--- config.mk ---
export PLATFORM = sky130hd
export DESIGN_NAME = bit_serial_cmp_ctrl
export DESIGN_NICKNAME = d
export VERILOG_FILES = /design/src/rtl/bit_serial_cmp_pkg.sv /design/src/rtl/subtractor_1bit_cmp.sv /design/src/rtl/bit_serial_cmp_ctrl.sv
export SDC_FILE = /design/constraint.sdc
export NUM_CORES = 1
export LEC_CHECK = 0
export CELL_PAD_IN_SITES_DETAIL_PLACEMENT = 0
export CELL_PAD_IN_SITES_GLOBAL_PLACEMENT = 1
export CORE_UTILIZATION = 38
export CTS_BUF_LIST = sky130_fd_sc_hd__clkbuf_4
export CTS_CLUSTER_SIZE = 20
export DETAILED_ROUTE_END_ITERATION = 10
export GPL_TIMING_DRIVEN = 1
export PLACE_DENSITY = 0.77
export SYNTH_ARGS = -nofsm -noshare
export SYNTH_HDL_FRONTEND = slang
export SYNTH_SLANG_ARGS = --single-unit
--- constraint.sdc ---
create_clock -name clk -period 1.4 [get_ports clk]
set_clock_uncertainty 0.05 [all_clocks]
set_input_delay 0.28 -clock clk [delete_from_list [all_inputs] [get_ports clk]]
set_output_delay 0.28 -clock clk [all_outputs]
set_load 0.01 [all_outputs]
--- src/rtl/bit_serial_cmp_pkg.sv ---
// Shared types for the bit-serial compare controller and the schedulers built on it.
package bit_serial_cmp_pkg;

  typedef enum logic [1:0] {
    IDLE = 2'd0,
    RUN  = 2'd1,
    DONE = 2'd2
  } cmp_state_e;

  // One-hot bit positions of a compare result; downstream sort/min-max logic indexes by these.
  localparam int unsigned RES_LT = 0;
  localparam int unsigned RES_EQ = 1;
  localparam int unsigned RES_GT = 2;
  localparam int unsigned RES_W  = 3;

  function automatic logic [RES_W-1:0] encode_result(input logic lt, input logic eq);
    logic [RES_W-1:0] r;
    r         = '0;
    r[RES_LT] = lt;
    r[RES_EQ] = eq;
    r[RES_GT] = ~lt & ~eq;
    return r;
  endfunction

endpackage

--- src/rtl/subtractor_1bit_cmp.sv ---
// One-bit borrow cell computing A - B - Bin; two equivalent borrow implementations.
module subtractor_1bit_cmp #(
  parameter int unsigned IMPL_TYPE = 0
) (
  input  logic a_i,
  input  logic b_i,
  input  logic bin_i,
  output logic diff_o,
  output logic bout_o
);

  assign diff_o = a_i ^ b_i ^ bin_i;

  if (IMPL_TYPE == 0) begin : g_xor_mux
    // Differing bits decide the borrow (B), equal bits propagate the incoming one.
    assign bout_o = (a_i ^ b_i) ? b_i : bin_i;
  end else begin : g_maj_not
    assign bout_o = (~a_i & b_i) | (~a_i & bin_i) | (b_i & bin_i);
  end

endmodule

--- src/rtl/bit_serial_cmp_ctrl.sv ---
// Bit-serial magnitude comparator: streams operands LSB-first through one borrow cell.
module bit_serial_cmp_ctrl
  import bit_serial_cmp_pkg::*;
#(
  parameter int unsigned WIDTH     = 8,
  parameter int unsigned IMPL_TYPE = 0
) (
  input  logic             clk,
  input  logic             rst,
  input  logic             in_valid,
  output logic             in_ready,
  input  logic [WIDTH-1:0] in_a,
  input  logic [WIDTH-1:0] in_b,
  input  logic             in_signed,
  output logic             out_valid,
  input  logic             out_ready,
  output logic             out_lt,
  output logic             out_eq,
  output logic             out_gt,
  output logic             busy
);

  if (WIDTH < 2) begin : g_bad_width
    $error("bit_serial_cmp_ctrl: WIDTH must be >= 2");
  end

  localparam int unsigned       CNT_W = $clog2(WIDTH);
  localparam logic [CNT_W-1:0]  LAST  = CNT_W'(WIDTH - 1);

  cmp_state_e       state_q;
  logic [WIDTH-1:0] a_sh_q, b_sh_q;
  logic [CNT_W-1:0] cnt_q;
  logic             sgn_q, borrow_q, neq_q;
  logic [RES_W-1:0] res_q;
  logic             in_ready_q, out_valid_q, busy_q;

  logic is_last_d, a_bit_d, b_bit_d, diff_d, bout_d, bit_xor_d;

  // Flipping both sign bits maps two's-complement order onto unsigned order.
  assign is_last_d = (cnt_q == LAST);
  assign a_bit_d   = a_sh_q[0] ^ (sgn_q & is_last_d);
  assign b_bit_d   = b_sh_q[0] ^ (sgn_q & is_last_d);
  // a^b recovered from the cell's difference output; the sign flip cancels in the xor.
  assign bit_xor_d = diff_d ^ borrow_q;

  subtractor_1bit_cmp #(
    .IMPL_TYPE(IMPL_TYPE)
  ) u_cell (
    .a_i   (a_bit_d),
    .b_i   (b_bit_d),
    .bin_i (borrow_q),
    .diff_o(diff_d),
    .bout_o(bout_d)
  );

  always_ff @(posedge clk or posedge rst) begin
    if (rst) begin
      state_q     <= IDLE;
      a_sh_q      <= '0;
      b_sh_q      <= '0;
      cnt_q       <= '0;
      sgn_q       <= 1'b0;
      borrow_q    <= 1'b0;
      neq_q       <= 1'b0;
      res_q       <= '0;
      in_ready_q  <= 1'b1;
      out_valid_q <= 1'b0;
      busy_q      <= 1'b0;
    end else begin
      unique case (state_q)
        IDLE: begin
          if (in_valid) begin
            a_sh_q     <= in_a;
            b_sh_q     <= in_b;
            sgn_q      <= in_signed;
            borrow_q   <= 1'b0;
            neq_q      <= 1'b0;
            cnt_q      <= '0;
            in_ready_q <= 1'b0;
            busy_q     <= 1'b1;
            state_q    <= RUN;
          end
        end
        RUN: begin
          borrow_q <= bout_d;
          neq_q    <= neq_q | bit_xor_d;
          a_sh_q   <= {1'b0, a_sh_q[WIDTH-1:1]};
          b_sh_q   <= {1'b0, b_sh_q[WIDTH-1:1]};
          if (is_last_d) begin
            res_q       <= encode_result(bout_d, ~(neq_q | bit_xor_d));
            out_valid_q <= 1'b1;
            state_q     <= DONE;
          end else begin
            cnt_q <= cnt_q + 1'b1;
          end
        end
        DONE: begin
          if (out_ready) begin
            out_valid_q <= 1'b0;
            in_ready_q  <= 1'b1;
            busy_q      <= 1'b0;
            state_q     <= IDLE;
          end
        end
        default: state_q <= IDLE;
      endcase
    end
  end

  assign in_ready  = in_ready_q;
  assign out_valid = out_valid_q;
  assign busy      = busy_q;
  assign out_lt    = res_q[RES_LT];
  assign out_eq    = res_q[RES_EQ];
  assign out_gt    = res_q[RES_GT];

endmodule

; ---- Word-level counts from Yosys, hierarchy flattened
; Cells that the tools add are included.
[totals]
inputBits = 21
word_cells = 62
output_inout_bits = 6
register_bits = 30
[op_classes]
addsub = 1
bitwise = 10
reduce_logical = 11
n_eq_ne = 7
mux = 22
[op_table]
columns = cell, count
row1 = 8-bit case mux with 2 select lines, 2
row2 = 8-bit 2-to-1 mux, 2
row3 = 3-bit AND reduction, 4
row4 = 1-bit case mux with 2 select lines, 5
row5 = "2-bit != test, second input constant", 4
row6 = 1-bit 2-to-1 mux, 6
row7 = 2-bit 2-to-1 mux, 3
row8 = 3-bit 2-to-1 mux, 2
row9 = 2-bit case mux with 3 select lines, 1
row10 = 3-bit case mux with 2 select lines, 1
row11 = 2-bit AND reduction, 3
row12 = 2-bit nonzero test, 3
row13 = 1-bit XOR, 5
row14 = "3-bit by 1-bit adder with 3-bit output, second input constant", 1
row15 = "3-bit equality test, second input constant", 1
row16 = 1-bit AND, 2
row17 = "2-bit by 1-bit equality test with 1-bit output, second input constant", 1
row18 = "2-bit equality test, second input constant", 1
row19 = 2-bit zero test, 1
row20 = 1-bit NOT, 2
row21 = 1-bit OR, 1

; ---- Depth between registers and ports, before layout
; Gate-level depths: netlist (run 1).
[logic_depth]
ltp_word = 8
ltp_mapped = 5
mapped_depth_nobuf = 5

; ---- Cells and area by module
; Synthesis (run 1) repeated with hierarchy kept, for this count alone.
[hier_totals]
cells_unflattened = 142
area_unflattened_um2 = 1560.2
[modules_own_cells]
columns = mod, area_each_um2, seq_area_each_um2, instances, cells_each
row1 = bit_serial_cmp_ctrl, 1527.7, 752.0, 1, 138
row2 = subtractor_1bit_cmp, 32.5, 0.0, 1, 4

; ---- Worst setup path before layout (run 1)
; No wires, ideal clock.
[synth_timing]
path_type = reg2reg
from = reg cnt_q[0]
to = reg cnt_q[0]
slack_ns = -0.126
arrival_time_ns = 1.351
synth_period_minus_slack_ns = 1.526
setup_ns = 0.125
path_stages_with_launch = 6
path_cell_list = dfrtp_1 > ha_1 > ha_1 > nor3b_4 > nor2_1 > mux2_2
[synth_between]
elab_chain_cells = 3
[synth_rtl]
columns = item, line
row1 = start: declaration, bit_serial_cmp_ctrl.sv:32  ; logic [CNT_W-1:0] cnt_q;
row2 = start signal: assignment, bit_serial_cmp_ctrl.sv:94  ; cnt_q <= cnt_q + 1'b1;
row3 = 3-bit by 1-bit adder with 3-bit output or 3-bit equality test (tied branches), "bit_serial_cmp_ctrl.sv:94, bit_serial_cmp_ctrl.sv:40"
row4 = 3-bit 2-to-1 mux or 2-bit != test (tied branches), -
row5 = 3-bit case mux with 2 select lines or 3-bit AND reduction (tied branches), -
; Several ways; a longest one is shown, not always the timed one. The select of a mux whose other input is x is not followed.
; A chain may end at the register's enable or synchronous reset.

; ---- Worst setup path after layout (run 1)
[layout_timing]
from = reg cnt_q[1]
to = reg cnt_q[0]
[layout_between]
elab_chain_cells = 3
[layout_rtl]
columns = item, line
row1 = 3-bit equality test, bit_serial_cmp_ctrl.sv:40  ; assign is_last_d = (cnt_q == LAST);
row2 = 2-bit != test (no line), -
row3 = 3-bit AND reduction (no line), -
; Every way passes these cells.

==> results of run 1 <==
cells by family after synthesis:
| family | count (synthesis) |
|---|---|
| buffers and inverters | 11 |
| AO/OA/AOI/OAI | 31 |
| XOR/XNOR | 1 |
| flip-flops | 30 |
| adder cells (fa/ha/maj) | 3 |
| AND/OR/NAND/NOR | 38 |
| multiplexers | 18 |
power groups by stage:
stage,Sequential (µW),Combinational (µW),Clock [µW]
finish,1470,1950,476
global route,1520,2160,547
floorplan,1430,1120,0
global placement,1440,1670,0
detailed placement,1460,1730,0
CTS,1470,1840,498
Yosys cell counts (2+ instances only):
| cell type | n |
|---|---|
| a21oi_1 | 5 |
| a22o_1 | 2 |
| buf_2 | 2 |
| buf_6 | 2 |
| dfrtp_1 | 29 |
| ha_1 | 3 |
| inv_1 | 5 |
| mux2_2 | 3 |
| mux2i_1 | 15 |
| nand2_1 | 23 |
| nand2b_1 | 4 |
| nor2_1 | 5 |
| nor3b_4 | 2 |
| o21ai_0 | 3 |
| o21ai_1 | 12 |
| o21ai_2 | 2 |
per-layer routing:
metal	vias up	wire length (µm)
li1	553	-
met1	532	1320
met2	18	1520
met3	5	132
met4	0	64
met5	-	0
worst register-to-register path: cells and delay by family, from the launching register on:
family | cells | cell delay [ns]
simple gates | 2 | 0.29
mux | 1 | 0.26
flops | 1 | 0.42
fa+ha+maj | 2 | 0.36
state kept, by name, summed over array words and instances, names as in the netlist:
name and count:
a_sh_q 8, b_sh_q 8, borrow_q 1, busy 1, cnt_q 3, in_ready 1
neq_q 1, out_valid 1, res_q 3, sgn_q 1, state_q 2
stage by stage:
step / setup WS [ns] / hold WS, ns / util / instance area [µm²]
floorplan: -0.0645 / 0.320 / - / 1460
global route: -0.125 / 0.217 / 0.559 / 2050
finish: -0.0859 / 0.193 / 0.559 / 2050
global placement: -0.258 / 0.408 / 0.511 / 1870
detailed placement: -0.299 / 0.429 / 0.511 / 1870
CTS: -0.0778 / 0.185 / 0.537 / 1970
what timing repair did:
item | in CTS | in global routing
pin swaps | 4 | 5
hold buffers | 0 | 0
setup endpoints to repair | 13 | 24
setup buffers | 2 | 5
resized for setup | 18 | 8
cloned | 0 | 1
final cells by class:
type | instances | area share
multi-input cells | 91 | 0.343
clock inverters | 3 | 0.00550
flip-flops and latches | 30 | 0.368
inverters | 5 | 0.00917
repair buffers | 48 | 0.226
well taps | 48 | 0.0294
clock buffers | 5 | 0.0183
worst paths after layout:
path,startpoint,slack [ns],end
max reg2reg,cnt_q[1],-0.09,cnt_q[0]
max in group asynchronous,rst,0.87,b_sh_q[1]
min reg2reg,a_sh_q[7],0.44,a_sh_q[6]
min,rst,0.19,busy
min in group clk,a_sh_q[7],0.44,a_sh_q[6]
max,cnt_q[1],-0.09,cnt_q[0]
==> out/metrics.csv, run 1 <==
stage;metric;value;unit
logic_synthesis;xor_xnor_share_of_the_synthesized_area;0.00606;
power;netSwitchingFraction;0.367;
setup_path;cp_num_buf_inv;0;
finish;fillers;329;
logic_synthesis;synth-simple-area-share;0.138;
finish;diodes;0;
route;viasPerCell;4.82;
sta;final_max_slew_viol_count;0;
global_routing;global_route.usage.met1;0.194;
global_routing;grtUsageMet3;0.0562;
cts;cts_root_buffer;clkbuf_4;
power;share_seq_of_total_power;0.377;
placement;numPortBuffers;26;
route;detail_route.iter0.violations;23;
logic_synthesis;netlist.top_cell.by_area;dfrtp_1;
setup_path;critical_path.max_stage_delay;0.42;ns
sta;setup_tns;-0.333;ns
setup_path;reg2reg_depth;5;
placement;gp_congestion;0.743;
sta;clock.fmax;0.673;GHz
finish;layout.cells.most_common;dfrtp_1;
finish;ff_latch_area;753;µm²
logic_synthesis;compound_gate_fraction_of_synth_area;0.135;
route;totalWireLength;3.04;mm
cts;clk_path_buf_depth;2;
global_routing;grt_busiest_layer;met2;
route;drcViolationCount;0;
sta;setup_ws;-0.0859;ns
setup_path;timing.critical_path.depth;5;
setup_path;crit_path_max_fanout;4;
cts;cts_made_buffers;5;
die;placementRows;22;
die;total_die_area;4060;µm²
power;powerDensity;1900;nW/µm²
power;pwr-share-clk;0.122;
logic_synthesis;synth_enable_flop_cells;0;
run_status;violations_in_the_final_reports;setup timing;
setup_path;worst_setup_path_end_kind;register;
logic_synthesis;synth.lib_cells_used.distinct;31;
finish;stdcell_count;230;
logic_synthesis;synth_top_family_by_area;simple AND/OR/NAND/NOR gates;
route;overall_via_count_from_detail_route;1108;
logic_synthesis;yosysSeqAreaShare;0.520;
route;drt-pass1-iter-count;4;
sta;setup_repair_after_global_routing_missed_its_margin;yes;
logic_synthesis;synth-adder-area-share;0.0260;
job;timing.max_cap.violations;0;
global_routing;first_global_vias;1143;
route;wire_per_inst;13.2;µm
setup_path;timing.critical_path.slowest_stage_cell;dfrtp_1;
die;number_of_top_level_pins;27;
global_routing;largest_net_degree_at_the_start_of_global_routing;29;
logic_synthesis;yosys_warnings;0;
setup_path;crit_required;1.57;ns
logic_synthesis;syn-instance-count;132;
setup_path;criticalPathCategory;register to register;
setup_path;critical_path.top_delay_family;flip-flops;
min_path;hp-class;input port to async pin;
sta;tightest_slew;0.314;ns
die;design.core.area;3660;µm²
setup_path;worstSetupStartpointType;register;
die;die_width;63.7;µm
cts;cts.sink_count;30;
sta;maxSlewHeadroom;0.790;
power;power.static_leakage;0.000899;µW
sta;finalWorstPathRequiredPeriod;1.49;ns
sta;timing.final.setup_violations;13;
setup_path;crit_top_cell;ha_4;
finish;multiInputGateArea;702;µm²
cts;h-tree-depth;2;
route;route.antenna.remaining_nets;0;
die;die-height;63.7;µm
cts;later_pin_clock_latency_in_the_skew_report;0.34;ns
logic_synthesis;synthesis.nets;156;
placement;dpl.cell_count;215;
finish;layout.nets;205;
logic_synthesis;synthMuxAreaShare;0.127;
logic_synthesis;post_synth_arst_share;1.00;
cts;cts_tree;yes;
logic_synthesis;postSynthRegisterBits;30;
finish;final_layout_size_suffix_gt1_frac;0.280;
run_status;run_status;finished, violations left;
logic_synthesis;synth.top_cells.by_area;dfrtp_1 50%, mux2i_1 10%, nand2_1 6.0%;
power;combPwrFrac;0.501;
power;power_switching;1430;µW
global_routing;grt_first_pass_wirelength;5.25;mm
power;total_power;3890;µW
global_routing;gr_layer_usage_met2;0.299;
logic_synthesis;synth_area;1450;µm²
placement;dp.final_hpwl;2.07;mm
global_routing;track_usage;0.175;
power;cell_internal_pwr;2460;µW
global_routing;grt_antenna_before_repair;0;
sta;hold_violations;0;
logic_synthesis;synth_top_cell_area_share;0.502;
setup_path;worstPathArrival;1.66;ns
cts;clkSlewWorstSetupHoldPaths;0.09;ns
setup_path;crit_path_cell_trace;ha_4 -> ha_4 -> nor3b_4 -> nor2_2 -> mux2_4;
global_routing;globalRoute.totalOverflow;0;
power;vdd_ir_drop_max;0.891;mV
die;floorplan.initialDensity;0.395;
sta;period_share;1.06;
finish;mostFrequentLayoutCells;28 x dfrtp_1, 21 x nand2_1, 20 x clkdlybuf4s50_1;
logic_synthesis;average_cell_area_after_synthesis;11.0;µm²
finish;syn2layout_area_growth;41.4;%
logic_synthesis;synth_top_flop_cell;dfrtp_1;
(Power assumes the default switching activity.)
==> run 2, diff against run 1 <==
Settings changed: CORE_UTILIZATION 38 to 46, DONT_BUFFER_PORTS set to 1, PLACE_DENSITY 0.77 to 0.76.
==> out/metrics.csv, run 2 (synthesized netlist as in run 1, its figures left out) <==
stage;metric;value;unit;change
power;netSwitchingFraction;0.371;;+0.00356
power;power.static_leakage;0.000807;µW;-10%
global_routing;globalRoute.totalOverflow;0;;unchanged
cts;h-tree-depth;2;;unchanged
setup_path;crit_path_max_fanout;4;;unchanged
global_routing;grt_antenna_before_repair;0;;unchanged
setup_path;worst_setup_path_end_kind;register;;
placement;dpl.cell_count;176;;-18%
power;cell_internal_pwr;2520;µW;+2.2%
finish;diodes;0;;unchanged
setup_path;worstSetupStartpointType;register;;
route;route.antenna.remaining_nets;0;;unchanged
power;share_seq_of_total_power;0.376;;about the same
power;vdd_ir_drop_max;1.09;mV;+23%
route;detail_route.iter0.violations;57;;+150%
finish;syn2layout_area_growth;28.3;%;
setup_path;timing.critical_path.slowest_stage_cell;dfrtp_1;;
route;drt-pass1-iter-count;5;;+1
finish;largest_regs;a_sh_q x8, b_sh_q x8;;
finish;layout.cells.most_common;dfrtp_1;;
cts;cts_tree;yes;;
die;total_die_area;3370;µm²;-17%
setup_path;setup.reg_to_reg.worst_slack;-0.09;ns;about the same
finish;fillers;211;;-36%
sta;maxSlewHeadroom;0.748;;-0.0417
route;totalWireLength;2.86;mm;-5.9%
finish;stdcell_count;195;;-15%
die;design.core.area;2880;µm²;-21%
sta;hold_ws;0.0163;ns;-0.177 ns
route;wire_per_inst;14.7;µm;+11%
sta;clock.fmax;0.671;GHz;-0.26%
die;number_of_top_level_pins;27;;unchanged
cts;later_pin_clock_latency_in_the_skew_report;0.34;ns;about the same
die;placementRows;19;;-14%
sta;finalWorstPathRequiredPeriod;1.49;ns;+0.00387 ns
setup_path;worstPathArrival;1.67;ns;about the same
finish;final_layout_size_suffix_gt1_frac;0.327;;+0.0466
global_routing;track_usage;0.185;;+0.0103
die;die-height;58.1;µm;-8.8%
power;powerDensity;2160;nW/µm²;+13%
setup_path;criticalPathCategory;register to register;;
cts;clkSlewWorstSetupHoldPaths;0.09;ns;about the same
run_status;run_status;finished, violations left;;
power;combPwrFrac;0.484;;-0.017
min_path;min_delay_worst_endpoint;a_sh_q[7];;
cts;cts_made_buffers;5;;unchanged
setup_path;reg2reg_depth;5;;unchanged
min_path;hp-class;input port to register;;
setup_path;critical_path.max_stage_delay;0.43;ns;about the same
setup_path;crit_required;1.58;ns;about the same
route;viasPerCell;5.22;;+8.4%
finish;mostFrequentLayoutCells;29 x dfrtp_1, 20 x nand2_1, 12 x mux2i_1, 12 x o21ai_1, 11 x buf_4;;
global_routing;grt_first_pass_wirelength;4.57;mm;-13%
cts;cts.sink_count;30;;unchanged
power;pwr-share-clk;0.140;;+0.018
sta;period_share;1.06;;+0.00277
min_path;holdCritStartpoint;in_a[7];;
job;timing.max_cap.violations;0;;unchanged
sta;timing.final.setup_violations;7;;-6
min_path;holdPathStages;2;;
run_status;violations_in_the_final_reports;setup timing;;
route;overall_via_count_from_detail_route;1018;;-8.1%
placement;gp_congestion;0.801;;+7.7%
global_routing;largest_net_degree_at_the_start_of_global_routing;31;;+6.9%
sta;final_max_slew_viol_count;0;;unchanged
finish;post_route_design_area;1860;µm²;-9.3%
sta;setup_repair_after_global_routing_missed_its_margin;yes;;
finish;layout.nets;176;;-14%
die;die_width;58.1;µm;-8.8%
setup_path;crit_top_cell;ha_4;;
cts;clk_path_buf_depth;2;;unchanged
route;drcViolationCount;0;;unchanged
sta;setup_ws;-0.0898;ns;-0.00387 ns
sta;hold_violations;0;;unchanged
setup_path;rr_endpoint;cnt_q[0];;
setup_path;timing.rr.start;cnt_q[0];;
placement;dp.final_hpwl;1.77;mm;-14%
setup_path;crit_path_cell_trace;ha_4 -> ha_4 -> nor3b_4 -> nor2_2 -> mux2_4;;
power;power_switching;1480;µW;+3.8%
placement;numPortBuffers;0;;-100%
placement;dpl_cell_area;1550;µm²;-17%
die;floorplan.initialDensity;0.503;;+0.108
cts;cts_root_buffer;clkbuf_4;;
global_routing;first_global_vias;1022;;-11%
sta;tightest_slew;0.377;ns;+0.0630 ns
run 2: routing by layer:
layer	vias up	part of all wire	track usage
met2	24	0.48	0.284
li1	498	-	-
met1	489	0.44	0.224
met3	7	0.058	0.0670
met4	0	0.025	0.109
met5	-	0	0
run 2: worst max-delay path, delay by kind of cell (launching register included):
| kind | cells | cell delay [ns] |
|---|---|---|
| and+or+nand+nor | 2 | 0.28 |
| DFF | 1 | 0.43 |
| muxes | 1 | 0.26 |
| adders and majority gates | 2 | 0.36 |
run 2: power by group through the flow:
stage | Combinational, µW | Clock [µW] | Sequential, µW
global placement | 1390 | 0 | 1460
CTS | 1620 | 571 | 1480
detailed placement | 1450 | 0 | 1480
global route | 2140 | 593 | 1550
finish | 1940 | 559 | 1510
floorplan | 1120 | 0 | 1430
run 2: what timing repair did:
| action | 4_1_cts | 5_1_grt |
|---|---|---|
| gates cloned | 0 | 3 |
| hold buffers | 1 | 0 |
| pin swaps | 4 | 5 |
| setup endpoints to repair | 7 | 19 |
| buffers inserted | 3 | 4 |
| gates resized for setup | 7 | 13 |
| endpoints found under the hold margin | 29 | 0 |
run 2: cell type report:
class | count | area [µm²] | area share
Timing Repair Buffer | 19 | 225 | 0.121
Multi-Input combinational cell | 91 | 747 | 0.403
Tap cell | 42 | 52.6 | 0.0283
Clock buffer | 8 | 60.1 | 0.0324
Inverter | 5 | 18.8 | 0.0101
Sequential cell | 30 | 752 | 0.405
run 2: how the worst max path moves through the flow:
stage	from	end	slack [ns]
after floorplan	cnt_q[1]	cnt_q[0]	-0.06
after global placement	cnt_q[1]	cnt_q[0]	-0.09
after detailed placement	cnt_q[1]	cnt_q[0]	-0.18
after CTS	cnt_q[0]	cnt_q[0]	-0.08
after global routing	cnt_q[0]	cnt_q[0]	-0.14
final	cnt_q[0]	cnt_q[0]	-0.09
run 2: metrics by stage:
step | power, µW | setup TNS, ns | worst slack [ns] | util
3_5_place_dp | 2920 | -0.787 | -0.180 | 0.539
2_1_floorplan | 2540 | -0.0928 | -0.0645 | -
3_3_place_gp | 2840 | -0.319 | -0.0864 | 0.539
6_report | 4000 | -0.230 | -0.0898 | 0.645
4_1_cts | 3670 | -0.105 | -0.0815 | 0.585
5_1_grt | 4280 | -0.968 | -0.136 | 0.645
==> run 3, diff against run 2 <==
Settings changed: CTS_CLUSTER_SIZE 20 to unset.
==> results of run 3 <==
Same layout as run 2: the final DEF is identical, and so are final timing and power.
